**src/rtl/int_gen.sv**
```systemverilog
// int_gen: programmable interrupt generator. Raises a registered interrupt
// either when the observed CPU PC hits a trigger address or after a
// programmable number of cycles, holds it until the CPU acknowledges by
// writing to the interrupt-acknowledge address, and counts acknowledgements.
module int_gen (
  input  logic        clk,
  input  logic        reset,
  input  logic        cfg_we,
  input  logic [1:0]  cfg_addr,
  input  logic [31:0] cfg_wdata,
  output logic [31:0] cfg_rdata,
  input  logic [31:0] macroscopic_pc,
  input  logic [31:0] m_int_addr,
  input  logic [3:0]  m_int_byteen,
  output logic        interrupt,
  output logic [7:0]  int_count
);

  localparam logic [31:0] ACK_ADDR    = 32'h0000_7F20;
  localparam logic [1:0]  ADDR_CTRL   = 2'd0;
  localparam logic [1:0]  ADDR_TRIG   = 2'd1;
  localparam logic [1:0]  ADDR_PERIOD = 2'd2;
  localparam logic [1:0]  ADDR_STATUS = 2'd3;

  typedef enum logic [1:0] {
    IDLE    = 2'd0,
    ARMED   = 2'd1,
    ASSERT  = 2'd2,
    HOLDOFF = 2'd3
  } state_t;

  state_t      state;
  state_t      state_next;

  logic        ctrl_en;
  logic        ctrl_mode;
  logic        ctrl_rearm;
  logic [31:0] trig_pc;
  logic [31:0] period;
  logic [31:0] counter;
  logic        spur;

  logic        ack;
  logic        ctrl_wr;
  logic        trig_wr;
  logic        period_wr;
  logic        status_wr;
  logic        disable_wr;
  logic        pc_match;
  logic        counter_zero;

  logic        counter_load;
  logic        counter_dec;
  logic        en_clear;
  logic        count_inc;
  logic        spur_set;

  assign ack          = (m_int_addr == ACK_ADDR) && (m_int_byteen != 4'b0000);
  assign ctrl_wr      = cfg_we && (cfg_addr == ADDR_CTRL);
  assign trig_wr      = cfg_we && (cfg_addr == ADDR_TRIG);
  assign period_wr    = cfg_we && (cfg_addr == ADDR_PERIOD);
  assign status_wr    = cfg_we && (cfg_addr == ADDR_STATUS);
  assign disable_wr   = ctrl_wr && !cfg_wdata[0];
  assign pc_match     = (macroscopic_pc == trig_pc);
  assign counter_zero = (counter == 32'd0);

  // State register
  always_ff @(posedge clk) begin
    if (reset) begin
      state <= IDLE;
    end else begin
      state <= state_next;
    end
  end

  // Next-state logic; a CTRL write clearing EN overrides every other transition
  always_comb begin
    state_next = state;
    case (state)
      IDLE: begin
        if (ctrl_wr && cfg_wdata[0]) begin
          state_next = ARMED;
        end
      end
      ARMED: begin
        if (ctrl_mode) begin
          if (counter_zero) begin
            state_next = ASSERT;
          end
        end else if (pc_match) begin
          state_next = ASSERT;
        end
      end
      ASSERT: begin
        if (ack) begin
          state_next = ctrl_rearm ? HOLDOFF : IDLE;
        end
      end
      HOLDOFF: begin
        if (ctrl_mode || !pc_match) begin
          state_next = ARMED;
        end
      end
      default: state_next = IDLE;
    endcase
    if (disable_wr) begin
      state_next = IDLE;
    end
  end

  // Control strobes and the combinational register read-back mux
  always_comb begin
    counter_load = (state_next == ARMED) && (state != ARMED);
    counter_dec  = (state == ARMED) && ctrl_mode && !counter_zero;
    count_inc    = (state == ASSERT) && ack;
    en_clear     = (state == ASSERT) && ack && !ctrl_rearm;
    spur_set     = (state != ASSERT) && ack;
    cfg_rdata    = 32'd0;
    case (cfg_addr)
      ADDR_CTRL:   cfg_rdata = {29'd0, ctrl_rearm, ctrl_mode, ctrl_en};
      ADDR_TRIG:   cfg_rdata = trig_pc;
      ADDR_PERIOD: cfg_rdata = period;
      ADDR_STATUS: cfg_rdata = {20'd0, int_count, 1'b0, spur, state};
      default:     cfg_rdata = 32'd0;
    endcase
  end

  // Config registers, down-counter, sticky spurious flag and ack counter
  always_ff @(posedge clk) begin
    if (reset) begin
      ctrl_en    <= 1'b0;
      ctrl_mode  <= 1'b0;
      ctrl_rearm <= 1'b0;
      trig_pc    <= 32'd0;
      period     <= 32'd0;
      counter    <= 32'd0;
      spur       <= 1'b0;
      int_count  <= 8'd0;
    end else begin
      if (ctrl_wr) begin
        ctrl_en    <= cfg_wdata[0];
        ctrl_mode  <= cfg_wdata[1];
        ctrl_rearm <= cfg_wdata[2];
      end
      if (en_clear) begin
        ctrl_en <= 1'b0;
      end
      if (trig_wr) begin
        trig_pc <= cfg_wdata;
      end
      if (period_wr) begin
        period <= cfg_wdata;
      end
      if (counter_load) begin
        counter <= period;
      end else if (counter_dec) begin
        counter <= counter - 32'd1;
      end
      if (spur_set) begin
        spur <= 1'b1;
      end else if (status_wr) begin
        spur <= 1'b0;
      end
      if (count_inc && (int_count != 8'hFF)) begin
        int_count <= int_count + 8'd1;
      end
    end
  end

  // Interrupt is a flop that is high exactly while the FSM sits in ASSERT
  always_ff @(posedge clk) begin
    if (reset) begin
      interrupt <= 1'b0;
    end else begin
      interrupt <= (state_next == ASSERT);
    end
  end

endmodule

```
**config.mk**
```make
export PLATFORM = sky130hd
export DESIGN_NAME = int_gen
export DESIGN_NICKNAME = d
export VERILOG_FILES = /design/src/rtl/int_gen.sv
export SDC_FILE = /design/constraint.sdc
export NUM_CORES = 1
export LEC_CHECK = 0
export CAP_MARGIN = 20
export CORE_MARGIN = 10
export CORE_UTILIZATION = 45
export CTS_CLUSTER_DIAMETER = 150
export CTS_CLUSTER_SIZE = 12
export DETAILED_ROUTE_END_ITERATION = 10
export GPL_TIMING_DRIVEN = 1
export PLACE_DENSITY = 0.72
export SLEW_MARGIN = 0
export SYNTH_ARGS = -nofsm -noshare
export SYNTH_HDL_FRONTEND = slang
export SYNTH_SLANG_ARGS = --single-unit
export TNS_END_PERCENT = 100
```
**constraint.sdc**
```tcl
create_clock -name clk -period 3.3 [get_ports clk]
set_clock_uncertainty 0.1 [all_clocks]
set_input_delay 0.66 -clock clk [delete_from_list [all_inputs] [get_ports clk]]
set_output_delay 0.66 -clock clk [all_outputs]
set_load 0.01 [all_outputs]
```
### Word level (Yosys, flattened, before mapping)

Cells that the tools add are included.

* bits in registers: 111
* input port bits: 105

* add/subtract/negate cells: 2
* equal/unequal tests: 13
* muxes and demuxes: 14
* reductions and logical operators: 26

Operators with widths (number)
* 32-bit case mux with 4 select lines: 1
* 32-bit 2-to-1 mux: 2
* 32-bit by 15-bit equality test with 1-bit output (second input constant): 1
* 32-bit equality test: 1
* 32-bit logical NOT: 1
* 32-bit by 1-bit subtractor with 32-bit output (second input constant): 1
* 2-bit 2-to-1 mux: 8
* 1-bit logical AND: 14
* 2-bit equality test (second input constant): 5
* 8-bit by 1-bit adder with 8-bit output (second input constant): 1
* 8-bit != test (second input constant): 1
* 2-bit case mux with 4 select lines: 1
* 2-bit by 1-bit equality test with 1-bit output (second input constant): 3
* 1-bit logical NOT: 4
* 2-bit logical NOT: 2
* 2-bit nonzero test: 2
* 4-bit nonzero test: 1
* 1-bit 2-to-1 mux: 2
* 2-bit by 1-bit != test with 1-bit output (second input constant): 1
* 2-bit != test (second input constant): 1
* 2-bit OR reduction: 1
* 1-bit logical OR: 1

### Logic depth before layout (Yosys ltp)

* depth in word-level cells: 9
* mapped depth: 10
* gate-level depth less buffers: 9

### Worst setup path before layout

OpenSTA, ideal clock, no wires.

* path type: reg-to-reg
* start point: register counter[17]
* end point: register counter[27]
* data arrival time: 2.687 ns
* data required time: 3.133 ns
* path slack: 0.446 ns
* stages on the path, launching flop included: 8
* clock period less this slack: 2.854 ns
* cells stage by stage: dfxtp_1 > or4_4 > or4_4 > or4b_1 > or2_4 > or3_1 > a2bb2oi_1 > a21oi_2

* cells in the longest elaborated chain, start to end: 8

RTL lines
* start, declared: RTL line 40 `logic [31:0] counter;`
* start signal, assigned: RTL line 155 `counter <= period;`
* start signal, assigned: RTL line 157 `counter <= counter - 32'd1;`
* 32-bit logical NOT: RTL line 65 `assign counter_zero = (counter == 32'd0);`
* 2-bit 2-to-1 mux: RTL line 87 `if (counter_zero) begin`
* 2-bit 2-to-1 mux: RTL line 86 `if (ctrl_mode) begin`
* 2-bit case mux with 4 select lines: RTL line 79 `case (state)`
* 2-bit 2-to-1 mux: RTL line 106 `if (disable_wr) begin`
* 2-bit by 1-bit equality test with 1-bit output: RTL line 113 `counter_load = (state_next == ARMED) && (state != ARMED);`
* 1-bit logical AND: RTL line 113
* 32-bit 2-to-1 mux or 2-bit nonzero test (tied branches)

Parallel ways exist; a longest one is shown, timed or not. The select of a mux whose other input is x is not followed.
A chain may end at the register's enable or synchronous reset.

### Final worst setup path

* start point: input cfg_addr[1]
* end point: output cfg_rdata[3]

* cells in the longest elaborated chain, start to end: 2

RTL lines
* start, declared: RTL line 9 `input logic [1:0] cfg_addr,`
* 2-bit equality test, or another cell as far along: RTL line 119 `case (cfg_addr)`
* 32-bit case mux with 4 select lines (*): RTL line 119
* end, declared: RTL line 11 `output logic [31:0] cfg_rdata,`

Mark *: on every way between the ends. The rest lies on a longest branch, timed or not.

==> results.txt <==
Peak Freq: 0.314 GHz
FF/Latch Area: 2220 um^2
max-slew violations: 0
Setup CP Type: in2out
startpoint types: primary input
fin crit share: 96.4%
antenna violation net count after detailed routing: 0
P&R area growth vs syn: 36.3%
drt initial violations: 633
Synth warnings: 0
CTS HTree Levels: 3
TritonCTS sink count: 111
RD Place Congestion: 0.887
global-route wire length before repair: 29900 um
Final Hold Vio Count: 0
WL final: 19200 um
CTS root buf: clkbuf_16
Synth Flop Type: dfxtp_1
RSZ-0062 raised after global routing: no
# IOs: 146
via count: 5651
Post-Syn Area: 5530 um^2
clk slew on worst S/H paths: 0.07 ns
CTS tree: yes
vias in the first global route: 5506
layout cell share with drive strength beyond 1: 7.61%
n_diodes: 0
crit end category: output port
CTS resizes: 0
run status: finished, final reports clean
clock buffer depth: 2
required time of the critical path: 2.54 ns
sequential-to-total area share from yosys stat: 40.2%
Initial Util: 46.1%
leakage power: 2.73 nW
power density over the cells: 406 nW/um^2
Post-synth EDFFs: 0
syn_area_per_cell: 8.03 um^2
Hold WC Path Type: reg2reg
Die ar.: 17100 um^2
commonest non-fill, non-tap cell in the layout: nand2_1
Max Cap Violations: 0
total core area: 12000 um^2
hold bufs inserted after CTS: 0
Final HPWL DP: 14300 um
# nets final: 930
crit path time final: 3.18 ns
Port Buffers: 145
worst-margin pin slew: 0.602 ns
Slew headroom: 59.9%
Post-Syn Instances: 689
Total GRT Usage: 22.3%
CTS Buf Count: 9
FILL cells: 1026
WL per Instance: 19.7 um
GRT Residual Overflow: 0
final instance area: 7540 um^2
initial antenna violation count: 0
reg2reg setup slack: 0.26 ns
Worst VDD drop: 285 uV
DR vias/cell: 5.80
Setup TNS: 0 ns
commonest cells after routing, fill and taps aside: nand2_1 (151), clkdlybuf4s50_1 (143), dfxtp_1 (111)
Unique masters post-synth: 49
Die Span Y: 131 um
register bit total from synthesis: 111
CP Data Arrival Time: 2.42 ns
setup bufs post-CTS: 0
largest net degree at the start of global routing: 54
drt pass-1 iters: 5
Die Width: 131 um
Clock Latency Late Sink: 0.36 ns
Core Rows: 40
# DRC: 0
Syn Nets: 796
DP Area: 7240 um^2
Final setup viols: 0
footprint of the multi-input gates: 3120 um^2
ys async rst share: 0%
Max FO, Critical Path: 23
[synthesized netlist by cell type, types with 3 or more instances]
cell type | instances | area share, %
xor2_1 | 37 | 5.9
and3_1 | 3 | 0.34
a22o_1 | 29 | 4.6
nor2b_1 | 3 | 0.34
mux2i_1 | 3 | 0.54
nor4_1 | 20 | 2.3
nor2_1 | 46 | 3.1
clkbuf_1 | 42 | 2.8
mux4_2 | 3 | 1.2
mux2_2 | 9 | 1.8
nand2_1 | 151 | 10
or3_1 | 13 | 1.5
nand4_1 | 5 | 0.57
nor3b_1 | 5 | 0.68
or2_2 | 3 | 0.34
nor3_1 | 13 | 1.2
nand3_1 | 10 | 0.90
a31oi_1 | 5 | 0.57
a21oi_1 | 80 | 7.2
xnor2_1 | 20 | 3.2
nand2b_1 | 5 | 0.57
o21ai_0 | 4 | 0.36
a211oi_1 | 20 | 2.7
and2_1 | 3 | 0.34
dfxtp_1 | 111 | 40
inv_1 | 7 | 0.47
or4_1 | 10 | 1.4
[path summary, 6_finish.rpt]
check | start | end | cells after the start
worst max-delay path | cfg_addr[1] | cfg_rdata[3] | 5
worst min-delay path | spur | spur | 2
worst max register to register | counter[17] | counter[27] | 7
worst min register to register | spur | spur | 2
[state kept, by name, indices dropped and copies added (netlist names)]
name	count
period	32
ctrl_mode	1
spur	1
ctrl_en	1
trig_pc	32
ctrl_rearm	1
int_count	8
interrupt	1
counter	32
state	2
[logic make-up after synthesis]
| logic type | after synthesis | synth area share [%] |
|---|---|---|
| AOI/OAI and AO/OA | 151 | 17.4 |
| buffers and inverters | 52 | 3.57 |
| DFF | 111 | 40.2 |
| adders and majority gates | 2 | 0.452 |
| muxes | 15 | 3.60 |
| and+or+nand+nor | 301 | 25.8 |
| xor gates and xnor gates | 57 | 9.02 |
[worst max-delay path, stage by stage]
cell             delay, ns
clkdlybuf4s50_1       0.55
nor2b_1               0.26
buf_12                0.21
a22o_1                0.15
clkdlybuf4s50_1       0.59
[final cells by class]
cell class	instances	share of cell area [%]
multi-input combinational	526	41.4
clock inverter	4	0.398
clock buffer	12	3.40
tap	147	2.44
timing repair buffer	168	22.5
sequential	111	29.5
inverter	7	0.348
[layer usage]
metal / global-route usage [%] / vias to the layer above / wire [um]
li1: - / 2692 / -
met1: 29.6 / 2696 / 8310
met2: 34.8 / 241 / 9010
met3: 6.20 / 22 / 1600
met4: 6.08 / 0 / 264
met5: 0 / - / 0
[where the power goes]
part	total, mW	switching [mW]	internal (mW)	leakage [nW]
Sequential	1.45	0.0563	1.39	0.902
Clock	1.07	0.512	0.556	0.139
Combinational	0.544	0.265	0.279	1.69
Total	3.06	0.833	2.23	2.73
[stage by stage]
step,setup WS (ns),util [%],hold slack [ns],std cells,power (mW)
2_1_floorplan,0.446,-,0.329,689,1.74
3_3_place_gp,0.0846,60.3,0.339,959,2.00
3_5_place_dp,0.0272,60.3,0.350,959,2.01
4_1_cts,0.0576,62.7,0.360,975,3.06
5_1_grt,0.0773,62.8,0.377,975,3.16
6_report,0.118,62.8,0.360,975,3.06
Power figures use the tool's default switching activity.
==> edit (same settings) <==
Put one more register stage on the output `int_count`, with the module's reset. The value now appears one clock later. The other outputs are not delayed to match.
--- a/src/rtl/int_gen.sv
+++ b/src/rtl/int_gen.sv
@@ -28,6 +28,8 @@
     ASSERT  = 2'd2,
     HOLDOFF = 2'd3
   } state_t;
+
+  logic [7:0] int_count_s0;
 
   state_t      state;
   state_t      state_next;
@@ -120,7 +122,7 @@
       ADDR_CTRL:   cfg_rdata = {29'd0, ctrl_rearm, ctrl_mode, ctrl_en};
       ADDR_TRIG:   cfg_rdata = trig_pc;
       ADDR_PERIOD: cfg_rdata = period;
-      ADDR_STATUS: cfg_rdata = {20'd0, int_count, 1'b0, spur, state};
+      ADDR_STATUS: cfg_rdata = {20'd0, int_count_s0, 1'b0, spur, state};
       default:     cfg_rdata = 32'd0;
     endcase
   end
@@ -135,7 +137,7 @@
       period     <= 32'd0;
       counter    <= 32'd0;
       spur       <= 1'b0;
-      int_count  <= 8'd0;
+      int_count_s0 <= 8'd0;
     end else begin
       if (ctrl_wr) begin
         ctrl_en    <= cfg_wdata[0];
@@ -161,8 +163,8 @@
       end else if (status_wr) begin
         spur <= 1'b0;
       end
-      if (count_inc && (int_count != 8'hFF)) begin
-        int_count <= int_count + 8'd1;
+      if (count_inc && (int_count_s0 != 8'hFF)) begin
+        int_count_s0 <= int_count_s0 + 8'd1;
       end
     end
   end
@@ -176,5 +178,13 @@
     end
   end
 
+  always_ff @(posedge clk) begin
+    if (reset) begin
+      int_count <= '0;
+    end else begin
+      int_count <= int_count_s0;
+    end
+  end
+
 endmodule
 
Check against the original RTL: not equivalent (a bounded check fails within 4 cycles, from zero or initial values and one cycle with reset high).
==> edit against the unedited design <==
Sequential cell count rose by 8. Power increased by 26%. Routed wire length fell by 3.2%. Largest cell class unchanged. Largest power group is now clock. Maximum frequency is 1.0% higher. First-iteration DRC count fell by 17%. Final area rose by 6.4%. Worst setup slack improved by 32 ps. Area after synthesis increased by 3.1%.
==> edit: results (changes against the unedited design) <==
[grt]
grt_pass1_wl_mm = 29.7  ; -0.67%
grt_use_met3 = 0.0708  ; +0.00873
first_global_vias = 5744  ; +4.3%
grt_use_met2 = 0.326  ; -0.0211

[synth]
synth_fa_ha_area_frac = 0.00439  ; -0.000137
synth-compound-area-share = 0.175  ; +0.000864
synth_area_leaders = dfxtp_1, nand2_1, a21oi_1, xor2_1, a22o_1
synth_nets = 807  ; +1.4%
synth.area.mux_share = 0.0364  ; +0.000447
synthXorXnorAreaFrac = 0.0875  ; -0.00273

[timing]
hold_slack_ps = 387  ; +27.4 ps

[pwr]
ir_worst_vdd_uv = 317  ; +11%
p_leak_nw = 3.00  ; +10%

[clock_network]
htreeDepth = 4  ; +1
insertion_delay_ps = 420  ; +60 ps

[critical_path]
worstReg2RegStart = state[0]$_SDFF_PP0_
r2r-end = counter[28]$_SDFFE_PP0P_
max_stage_delay_ps = 570  ; -20 ps
cp.arrival_ps = 2390  ; -30 ps
r2r_slack_ps = 560  ; +300 ps

[place]
dp_worst_setup_slack_ps = 26.5  ; -0.694 ps
gp_congestion = 0.890  ; +0.43%

[outcome]
status = finished, final reports clean

[drt]
viasPerCell = 5.58  ; -3.7%
vias = 5751  ; +1.8%

[worst_hold_path]
holdPathEnd = trig_pc[5]$_SDFFE_PP0P_
worstHoldStart = trig_pc[5]$_SDFFE_PP0P_

edit: changes by cell type after synthesis, sizes merged, moves of 4 or more:
cell and change:
nor3b -5, nor2b +11, and2 +4, a21oi +4, buf +5, or3 -4, dfxtp +8, nor3 -8
nor2 +6, or4 -4
edit: what timing repair did:
item                                    4_1_cts  5_1_grt
endpoints found under the setup margin        0        2
setup buffers                                 0        0
gates resized for setup                       0        2
endpoints found under the hold margin         0        0
edit: final cells by class:
class                           instances  area (sq um)
Clock inverter                         14           134
Tap cell                              172           215
Inverter                                5          18.8
Multi-Input combinational cell        529          3130
Timing Repair Buffer                  173          1700
Sequential cell                       119          2380
Fill cell                            1097          4490
Clock buffer                           18           439
edit: logic make-up (layout without fill, tap and decap cells):
group | after synthesis | after routing
compound gates | 156 | 156
xor+xnor | 57 | 57
fa+ha+maj | 2 | 2
buf+inv | 52 | 210
flops | 119 | 119
mux | 16 | 16
simple gates | 298 | 298
edit: worst max path at each step:
stage / from / to / slack (ps) / depth (start not counted)
6_report: cfg_addr[1] / cfg_rdata[31] / 150 / 5
5_1_grt: cfg_addr[1] / cfg_rdata[31] / 70 / 5
4_1_cts: cfg_addr[0] / cfg_rdata[10] / 40 / 5
2_1_floorplan: macroscopic_pc[30] / counter[19]$_SDFFE_PP0P_ / 570 / 9
3_5_place_dp: macroscopic_pc[28] / counter[18]$_SDFFE_PP0P_ / 30 / 11
3_3_place_gp: macroscopic_pc[28] / counter[18]$_SDFFE_PP0P_ / 20 / 11
edit: power breakdown:
| group | switching (mW) | total [mW] | leakage (nW) | internal [mW] |
|---|---|---|---|---|
| Sequential | 0.0594 | 1.55 | 0.967 | 1.49 |
| Combinational | 0.244 | 0.512 | 1.76 | 0.268 |
| Clock | 0.666 | 1.78 | 0.277 | 1.12 |
| Total | 0.970 | 3.85 | 3.00 | 2.88 |
